===== config.mk =====
export PLATFORM = sky130hd
export DESIGN_NAME = alu_seq_core
export DESIGN_NICKNAME = d
export VERILOG_FILES = /design/src/rtl/alu_seq_pkg.sv /design/src/rtl/alu_seq_div.sv /design/src/rtl/alu_seq_core.sv
export SDC_FILE = /design/constraint.sdc
export NUM_CORES = 1
export LEC_CHECK = 0
export CAP_MARGIN = 40
export CORE_ASPECT_RATIO = 0.6
export CORE_MARGIN = 2
export CORE_UTILIZATION = 55
export DETAILED_ROUTE_END_ITERATION = 7
export DONT_BUFFER_PORTS = 1
export PLACE_DENSITY_LB_ADDON = 0.12
export SETUP_SLACK_MARGIN = 0.2
export SLEW_MARGIN = 25
export SYNTH_ARGS = -nofsm -noshare
export SYNTH_HDL_FRONTEND = slang
export SYNTH_SLANG_ARGS = --single-unit

===== constraint.sdc =====
create_clock -name CLK -period 2.8 [get_ports CLK]
set_clock_uncertainty 0.05 [all_clocks]
set_input_delay 0.28 -clock CLK [delete_from_list [all_inputs] [get_ports CLK]]
set_output_delay 0.28 -clock CLK [all_outputs]
set_load 0.02 [all_outputs]

===== src/rtl/alu_seq_pkg.sv =====
// alu_seq_pkg: opcode map, unit-select codes and FSM states shared by the ALU core and its divider
package alu_seq_pkg;
  localparam logic [3:0] OP_ADD  = 4'h0;
  localparam logic [3:0] OP_SUB  = 4'h1;
  localparam logic [3:0] OP_MUL  = 4'h2;
  localparam logic [3:0] OP_DIV  = 4'h3;
  localparam logic [3:0] OP_AND  = 4'h4;
  localparam logic [3:0] OP_OR   = 4'h5;
  localparam logic [3:0] OP_NAND = 4'h6;
  localparam logic [3:0] OP_NOR  = 4'h7;
  localparam logic [3:0] OP_NOP  = 4'h8;
  localparam logic [3:0] OP_EQ   = 4'h9;
  localparam logic [3:0] OP_GT   = 4'hA;
  localparam logic [3:0] OP_LT   = 4'hB;
  localparam logic [3:0] OP_SHRA = 4'hC;
  localparam logic [3:0] OP_SHLA = 4'hD;
  localparam logic [3:0] OP_SHRB = 4'hE;
  localparam logic [3:0] OP_SHLB = 4'hF;
  localparam logic [1:0] UNIT_ARITH = 2'd0;
  localparam logic [1:0] UNIT_LOGIC = 2'd1;
  localparam logic [1:0] UNIT_CMP   = 2'd2;
  localparam logic [1:0] UNIT_SHIFT = 2'd3;
  typedef enum logic {IDLE, DIV} state_e;
  // One-hot {Arith, Logic, CMP, Shift} from the unit select bits
  function automatic logic [3:0] unit_flags(input logic [1:0] unit);
    return 4'b1000 >> unit;
  endfunction
endpackage


===== src/rtl/alu_seq_div.sv =====
// alu_seq_div: iterative restoring divider, one quotient bit per cycle MSB first; remainder port with ALU_SEQ_REM_EN
module alu_seq_div #(
  parameter int DATA_WIDTH = 16
) (
  input  logic                  clk,
  input  logic                  rst_n,
  input  logic                  start_i,
  input  logic [DATA_WIDTH-1:0] a_i,
  input  logic [DATA_WIDTH-1:0] b_i,
  output logic                  done_o,
  output logic                  div0_o,
  output logic [DATA_WIDTH-1:0] quot_o
`ifdef ALU_SEQ_REM_EN
  ,
  output logic [DATA_WIDTH-1:0] rem_o
`endif
);
  localparam int CW = $clog2(DATA_WIDTH);
  logic                  busy_q, busy_d;
  logic [CW-1:0]         cnt_q, cnt_d;
  logic [DATA_WIDTH-1:0] quot_q, quot_d, rem_q, rem_d, dvs_q, dvs_d, rem_nx;
  logic [DATA_WIDTH:0]   part;
  logic                  fits;
  // Trial subtraction of the divisor from the shifted partial remainder; quot_o/rem_o are the values after this cycle's step
  always_comb begin
    part   = {rem_q, quot_q[DATA_WIDTH-1]};
    fits   = part >= {1'b0, dvs_q};
    rem_nx = fits ? DATA_WIDTH'(part - {1'b0, dvs_q}) : part[DATA_WIDTH-1:0];
    quot_o = {quot_q[DATA_WIDTH-2:0], fits};
    done_o = busy_q && (cnt_q == CW'(DATA_WIDTH - 1));
    div0_o = ~|b_i;
    busy_d = start_i ? 1'b1 : done_o ? 1'b0 : busy_q;
    cnt_d  = start_i ? '0 : busy_q ? cnt_q + CW'(1) : cnt_q;
    quot_d = start_i ? a_i : busy_q ? quot_o : quot_q;
    rem_d  = start_i ? '0 : busy_q ? rem_nx : rem_q;
    dvs_d  = start_i ? b_i : dvs_q;
  end
`ifdef ALU_SEQ_REM_EN
  assign rem_o = rem_nx;
`endif
  // Divider state registers, cleared by reset so an interrupted division leaves nothing behind
  always_ff @(posedge clk or negedge rst_n)
    if (!rst_n) begin
      busy_q <= 1'b0;
      cnt_q  <= '0;
      quot_q <= '0;
      rem_q  <= '0;
      dvs_q  <= '0;
    end else begin
      busy_q <= busy_d;
      cnt_q  <= cnt_d;
      quot_q <= quot_d;
      rem_q  <= rem_d;
      dvs_q  <= dvs_d;
    end
endmodule


===== src/rtl/alu_seq_core.sv =====
// alu_seq_core: handshaked 16-opcode ALU with registered result and multi-cycle divider; REM_OUT port with ALU_SEQ_REM_EN
module alu_seq_core
  import alu_seq_pkg::*;
#(
  parameter int DATA_WIDTH = 16,
  parameter int FUN_WIDTH  = 4
) (
  input  logic                  CLK,
  input  logic                  RST,
  input  logic [DATA_WIDTH-1:0] A,
  input  logic [DATA_WIDTH-1:0] B,
  input  logic [FUN_WIDTH-1:0]  ALU_FUN,
  input  logic                  IN_VALID,
  output logic                  IN_READY,
  output logic [DATA_WIDTH-1:0] RESULT,
  output logic                  Carry_OUT,
  output logic                  Arith_Flag,
  output logic                  Logic_Flag,
  output logic                  CMP_Flag,
  output logic                  Shift_Flag,
  output logic                  DIV0_Flag,
  output logic                  OUT_VALID,
  input  logic                  OUT_READY,
  output logic                  BUSY
`ifdef ALU_SEQ_REM_EN
  ,
  output logic [DATA_WIDTH-1:0] REM_OUT
`endif
);
  state_e                state_q, state_d;
  logic [DATA_WIDTH-1:0] result_q, result_d, alu_res, div_quot;
  logic [DATA_WIDTH:0]   sum;
  logic [3:0]            flags_q, flags_d;
  logic                  cy_q, cy_d, d0_q, d0_d, valid_q, valid_d;
  logic                  alu_cy, alu_d0, accept, div_start, div_done, div0;
`ifdef ALU_SEQ_REM_EN
  logic [DATA_WIDTH-1:0] rem_q, rem_d, alu_rem, div_rem;
`endif
  assign IN_READY  = (state_q == IDLE) && (!valid_q || OUT_READY);
  assign accept    = IN_VALID && IN_READY;
  assign div_start = accept && (ALU_FUN == OP_DIV) && !div0;
  assign RESULT    = result_q;
  assign Carry_OUT = cy_q;
  assign {Arith_Flag, Logic_Flag, CMP_Flag, Shift_Flag} = flags_q;
  assign DIV0_Flag = d0_q;
  assign OUT_VALID = valid_q;
  assign BUSY      = (state_q == DIV);
`ifdef ALU_SEQ_REM_EN
  assign REM_OUT   = rem_q;
`endif
  alu_seq_div #(.DATA_WIDTH(DATA_WIDTH)) u_div (
    .clk    (CLK),
    .rst_n  (RST),
    .start_i(div_start),
    .a_i    (A),
    .b_i    (B),
    .done_o (div_done),
    .div0_o (div0),
    .quot_o (div_quot)
`ifdef ALU_SEQ_REM_EN
    ,
    .rem_o  (div_rem)
`endif
  );
  // Single-cycle units; the DIV entry here only covers the divide-by-zero case
  always_comb begin
    sum     = {1'b0, A} + {1'b0, B};
    alu_res = '0;
    alu_cy  = 1'b0;
    alu_d0  = 1'b0;
`ifdef ALU_SEQ_REM_EN
    alu_rem = '0;
`endif
    case (ALU_FUN)
      OP_ADD:  {alu_cy, alu_res} = sum;
      OP_SUB:  begin
        alu_res = A - B;
        alu_cy  = A < B;
      end
      OP_MUL:  alu_res = A * B;
      OP_DIV:  begin
        alu_res = '1;
        alu_d0  = 1'b1;
`ifdef ALU_SEQ_REM_EN
        alu_rem = A;
`endif
      end
      OP_AND:  alu_res = A & B;
      OP_OR:   alu_res = A | B;
      OP_NAND: alu_res = ~(A & B);
      OP_NOR:  alu_res = ~(A | B);
      OP_EQ:   alu_res = (A == B) ? DATA_WIDTH'(1) : '0;
      OP_GT:   alu_res = (A > B) ? DATA_WIDTH'(2) : '0;
      OP_LT:   alu_res = (A < B) ? DATA_WIDTH'(3) : '0;
      OP_SHRA: alu_res = A >> 1;
      OP_SHLA: alu_res = A << 1;
      OP_SHRB: alu_res = B >> 1;
      OP_SHLB: alu_res = B << 1;
      default: alu_res = '0;
    endcase
  end
  // Output register loads on a non-divider accept or divider completion, and drains when the consumer takes it
  always_comb begin
    state_d  = div_start ? DIV : div_done ? IDLE : state_q;
    result_d = result_q;
    cy_d     = cy_q;
    flags_d  = flags_q;
    d0_d     = d0_q;
    valid_d  = valid_q;
`ifdef ALU_SEQ_REM_EN
    rem_d    = rem_q;
`endif
    if (accept && !div_start) begin
      result_d = alu_res;
      cy_d     = alu_cy;
      flags_d  = unit_flags(ALU_FUN[3:2]);
      d0_d     = alu_d0;
      valid_d  = 1'b1;
`ifdef ALU_SEQ_REM_EN
      rem_d    = alu_rem;
`endif
    end else if (div_done) begin
      result_d = div_quot;
      cy_d     = 1'b0;
      flags_d  = unit_flags(UNIT_ARITH);
      d0_d     = 1'b0;
      valid_d  = 1'b1;
`ifdef ALU_SEQ_REM_EN
      rem_d    = div_rem;
`endif
    end else if (OUT_READY) begin
      valid_d  = 1'b0;
    end
  end
  // FSM and registered outputs
  always_ff @(posedge CLK or negedge RST)
    if (!RST) begin
      state_q  <= IDLE;
      result_q <= '0;
      cy_q     <= 1'b0;
      flags_q  <= '0;
      d0_q     <= 1'b0;
      valid_q  <= 1'b0;
`ifdef ALU_SEQ_REM_EN
      rem_q    <= '0;
`endif
    end else begin
      state_q  <= state_d;
      result_q <= result_d;
      cy_q     <= cy_d;
      flags_q  <= flags_d;
      d0_q     <= d0_d;
      valid_q  <= valid_d;
`ifdef ALU_SEQ_REM_EN
      rem_q    <= rem_d;
`endif
    end
endmodule

======== After elaboration in Yosys (flattened, before gate mapping) ========
Cells that the tools add are included.
storage, ports and cells
  bits in registers ....................... 76
  input port bits ......................... 40
  logic and storage cells ................. 79
operators by class
  add/sub/neg operators ................... 4
  $mul .................................... 1
  magnitude comparators ................... 3
  equality and inequality tests ........... 16
  shift operators ......................... 1
  muxes and demuxes ....................... 24
  bitwise operators ....................... 5
  reductions and logical operators ........ 15
operator list
  operator               count
  $pmux W16 S15          1
  $mux W16               7
  $eq A4 B4 Y1 const B   8
  $not A16 Y16           2
  $sub A16 B16 Y16       2
  $add A16 B16 Y17       1
  $ge A17 B16 Y1         1
  $and A16 B16 Y16       1
  $eq A16 B16 Y1         1
  $eq A4 B3 Y1 const B   4
  $gt A16 B16 Y1         1
  $lt A16 B16 Y1         1
  $mul A16 B16 Y16       1
  $mux W4                4
  $or A16 B16 Y16        1
  $reduce_or A16 Y1      1
  $mux W1                9
  $eq A4 B2 Y1 const B   2
  $logic_and A1 B1 Y1    6
  $reduce_bool A2 Y1     3
  $add A4 B1 Y4 const B  1
  $eq A4 B1 Y1 const B   1
  $logic_not A4 Y1       1
  $mux W2                2
  other kinds (6)        7

======== Logic depth before layout (Yosys ltp) ========
  depth after elaboration ................. 9
  gate-level depth with buffers ........... 22

======== Hierarchy ========
From an unflattened synthesis, not the netlist that was laid out.
unflattened totals
  cells, all modules ...................... 1440
  area total of the unflattened synthesis .. 11398.4 um^2
by module, submodules not included
  module        instances  cells each  area an instance (um^2)
  alu_seq_core  1          1042        7906.3
  alu_seq_div   1          398         3492.1

======== Worst setup path after synthesis ========
OpenSTA, ideal clock, no wires.
  path type ............................... input port to flip-flop
  start ................................... input port B[1]
  end ..................................... register result_q[15], in the netlist RESULT[15]
  data arrival time ....................... 5298 ps
  data required time ...................... 2619 ps
  slack ................................... -2679 ps
  stages on the path ...................... 20
  buffers on the path ..................... 1
  path through ............................ clkbuf_1 -> clkinv_1 -> nor2_1 -> fa_1 -> inv_1 -> fa_1 -> inv_1 -> fa_1 -> fa_1 -> inv_1 -> fa_1 -> fa_1 -> xnor2_1 -> xnor2_1 -> xnor2_1 -> xnor2_1 -> xnor3_1 -> or3_1 -> a31oi_1 -> a31oi_1
between the ends
  longest elaborated chain between the ends .. 5
ends and longest elaborated chain
  item                                                                      line                 source
  from (decl)                                                               alu_seq_core.sv:11   input logic [DATA_WIDTH-1:0] B,
  parallel branches: the longest is 5 deep, another holds $mul A16 B16 Y16  -
  to (signal assigned)                                                      alu_seq_core.sv:149  result_q <= result_d;
  to (decl)                                                                 alu_seq_core.sv:31   logic [DATA_WIDTH-1:0] result_q, result_d, alu_res, div_quot;
Several ways; the timed one is not identified.
A chain may end at the register's enable or synchronous reset.

======== Final worst setup path ========
  start ................................... input port B[2]
  end ..................................... register result_q[15], in the netlist RESULT[15]
Same word-level chain as after synthesis.

==> reports/results.ini <==
[power]
p_leak_nw = 6.31
power.internal_mw = 8.03
power_switching_mw = 7.39
power.share.clock_pct = 7.4
seqPwrFrac_pct = 14.0
vdd.ir_drop.worst_v = 0.000835
powerDensity_mw_per_mm2 = 1090
combPwrFrac_pct = 78.7
p_sw_share_pct = 47.9

[layout]
drive_gt1_share_pct = 25.6
n_fill_cell = 1582
area_growth_pct = 27.2
instances_no_fill = 1784
utilization_pct = 70.9
final_net_count = 1743

[critical_path]
max_stage_delay_ns = 0.54
crit_path_max_fanout = 11
cpMaxStageDelayCell = fa_1
endpoint_kind = flip-flop
crit_path_cell_trace = clkinv_8 > nor2_2 > fa_1 > inv_2 > fa_1 > inv_2 > fa_1 > fa_1 > inv_1 > fa_1 > fa_2 > xnor2_2 > xnor2_2 > xnor2_1 > xnor2_1 > xnor3_1 > or3_4 > a31oi_4 > a31oi_1
crit_required_ns = 2.95
arrival_ns = 4.94
crit_type = primary input to flip-flop
critPathLaunchType = primary input
cpMostUsedCell = fa_1

[sta]
fin_setup_tns_ns = -17.17
setup_viol = 15
finalHoldViolCount = 0
slew_viol_final = 0
max_slew.worst_pin.slew_ns = 0.776
fmax_ghz = 0.209
setup_ws_ns = -1.99
rsz0062_at_grt = yes
fin_crit_ns = 4.79
final.period_utilization_pct = 171
relSlewSlack_pct = 48.1

[drt]
routed_wl_um = 44400
drc_errors = 0
ant_nets = 0
dr.pass1.iters = 8
drt_iter0_markers = 1523
viasPerCell = 6.39
num_vias = 11400
wl_per_cell_um = 24.9

[grt]
antenna_found_initial = 0
grt_pass1_wl_um = 65900
grt_pass1_vias = 10600
grt_max_degree = 77
grt_overflow = 0
grt_usage_pct = 41.3

[placement]
place_hpwl_um = 32500
port_buffers = 0
pre_cts_ws_ns = -2.51
routabilityCongestion = 1.02
place_inst = 1740

[logic_synthesis]
synth.distinct_cells = 79
async_flop_share_pct = 100
synth_top_cells_by_area = dfrtp_1, fa_1, ha_1
yosys_warnings = 0
syn_area_sq_mm = 0.0111
syn_inst = 1393
synth_edf_count = 0
yosysTopAreaCell = dfrtp_1
ys.flop_type = dfrtp_1
synth-seq-cells = 76
synth_top_cell_area_share_pct = 17.2
yosysSeqAreaShare_pct = 17.2
synth_nets = 1631
syn_area_per_cell_sq_um = 7.95

[die]
ios = 65
dieArea_sq_mm = 0.0213
die_w_um = 187
core_sq_mm = 0.0199
rows = 40
die_y_um = 114
start_util_pct = 55.7

[clock_tree]
clk_path_buf_depth = 2
cts_sinks = 76
clock-root-buffer = clkbuf_16
clkTransAtPathRegs_ns = 0.06
cts_made_buffers = 9
cts_tree = built
htree_num_levels = 3
clk_latency_ns = 0.33

[status]
status = finished, violations left
violations = setup timing

[flow_run]
maxCapViolCount = 0

[min_path]
hp-class = primary input to flip-flop

[cells in the mapped netlist (all sizes together), types with 18 or more instances]
| cell type | n |
|---|---|
| a21oi | 74 |
| a221o | 19 |
| a31oi | 18 |
| buf | 32 |
| clkbuf | 45 |
| dfrtp | 76 |
| fa | 82 |
| ha | 116 |
| inv | 180 |
| nand2 | 167 |
| nand3 | 31 |
| nor2 | 121 |
| nor3 | 47 |
| o21ai | 94 |
| xnor2 | 49 |
| xor2 | 18 |
[routing by layer]
metal,part of all wire [%],vias up,GRT usage [%]
met1,44,5613,62.5
met4,1.9,0,7.20
met5,0,-,0
met2,40,738,56.0
met3,14,76,15.4
li1,-,4968,-
[what timing repair did]
action                     CTS  global route
hold buffers                 2             0
cloned                       1             0
gates resized for setup    138            83
hold endpoints to repair    76             0
setup endpoints to repair   33            33
buffers inserted            13            11
pin swaps                   72            60
[cell families (layout without fill, tap and decap cells)]
group                      Yosys count  after routing  synth area share (%)
adders and majority gates          198            198                  27.9
xor gates and xnor gates            68             68                  5.50
and+or+nand+nor                    439            439                  17.7
DFF                                 76             76                  17.2
AOI/OAI and AO/OA                  326            326                  19.5
other                                0              1                     0
muxes                               19             19                  2.43
buffers and inverters              267            384                  9.74
[placed cells by master (no fill, tap or decap), types with 23 or more instances in the layout]
cell type / n
nand2_1: 163
inv_1: 154
buf_4: 145
nor2_1: 94
ha_1: 82
o21ai_0: 79
fa_1: 76
dfrtp_1: 75
a21oi_1: 61
nor3_1: 41
xnor2_1: 41
ha_4: 29
nand3_1: 26
buf_6: 23
[final timing paths]
| kind | startpoint | to | slack [ns] | depth (start not counted) |
|---|---|---|---|---|
| hold reg to reg | u_div.quot_q[5]$_DFFE_PN0P_ | u_div.quot_q[5]$_DFFE_PN0P_ | 0.48 | 2 |
| min in group asynchronous | RST | RESULT[5]$_DFFE_PN0P_ | 0.47 | 2 |
| setup reg to reg | u_div.rem_q[0]$_DFFE_PN0P_ | u_div.rem_q[3]$_DFFE_PN0P_ | 0.11 | 12 |
| hold / removal | B[15] | u_div.dvs_q[15]$_DFFE_PN0P_ | 0.01 | 2 |
| setup / recovery | B[2] | RESULT[15]$_DFFE_PN0P_ | -1.99 | 19 |
| max in group asynchronous | RST | u_div.rem_q[12]$_DFFE_PN0P_ | 1.89 | 2 |
[critical path: cells and delay by family]
family / cells / cell delay, ns
XOR/XNOR: 5 / 0.88
buffers and inverters: 4 / 0.20
AO/OA/AOI/OAI: 2 / 0.25
adder cells (fa/ha/maj): 6 / 2.88
AND/OR/NAND/NOR: 2 / 0.45
[metrics by stage]
step	hold WS [ns]	cell area (sq um)	total power, mW
detailed placement	-0.0646	12500	11.2
floorplan	-0.0656	11400	8.27
finish	0.0146	14100	15.4
global route	0.0295	14100	16.3
global placement	-0.0645	12500	11.1
CTS	0.0108	13500	13.8
[state kept, by name, summed over array words and instances, names as in the netlist]
name and cells:
Carry_OUT 1, DIV0_Flag 1, OUT_VALID 1, RESULT 16, flags_q 4, u_div.busy_q 1
u_div.cnt_q 4, u_div.dvs_q 16, u_div.quot_q 16, u_div.rem_q 16
[power groups by stage]
| stage | sequential [mW] | combinational (mW) | clock [mW] |
|---|---|---|---|
| floorplan | 2.02 | 6.26 | 0 |
| global placement | 2.13 | 8.95 | 0 |
| detailed placement | 2.14 | 9.06 | 0 |
| CTS | 2.13 | 10.5 | 1.13 |
| global route | 2.20 | 13.0 | 1.19 |
| finish | 2.15 | 12.1 | 1.14 |
[final cells by class]
class | count | area, sq um | area share (%)
clock inverters | 5 | 35.0 | 0.249
clock buffers | 11 | 253 | 1.79
flip-flops and latches | 76 | 1900 | 13.5
repair buffers | 179 | 1560 | 11.1
well taps | 273 | 342 | 2.43
multi-input cells | 1050 | 9150 | 64.9
diodes | 1 | 2.50 | 0.0178
inverters | 189 | 846 | 6.01
Note: power is estimated with default switching activity, not from simulation.
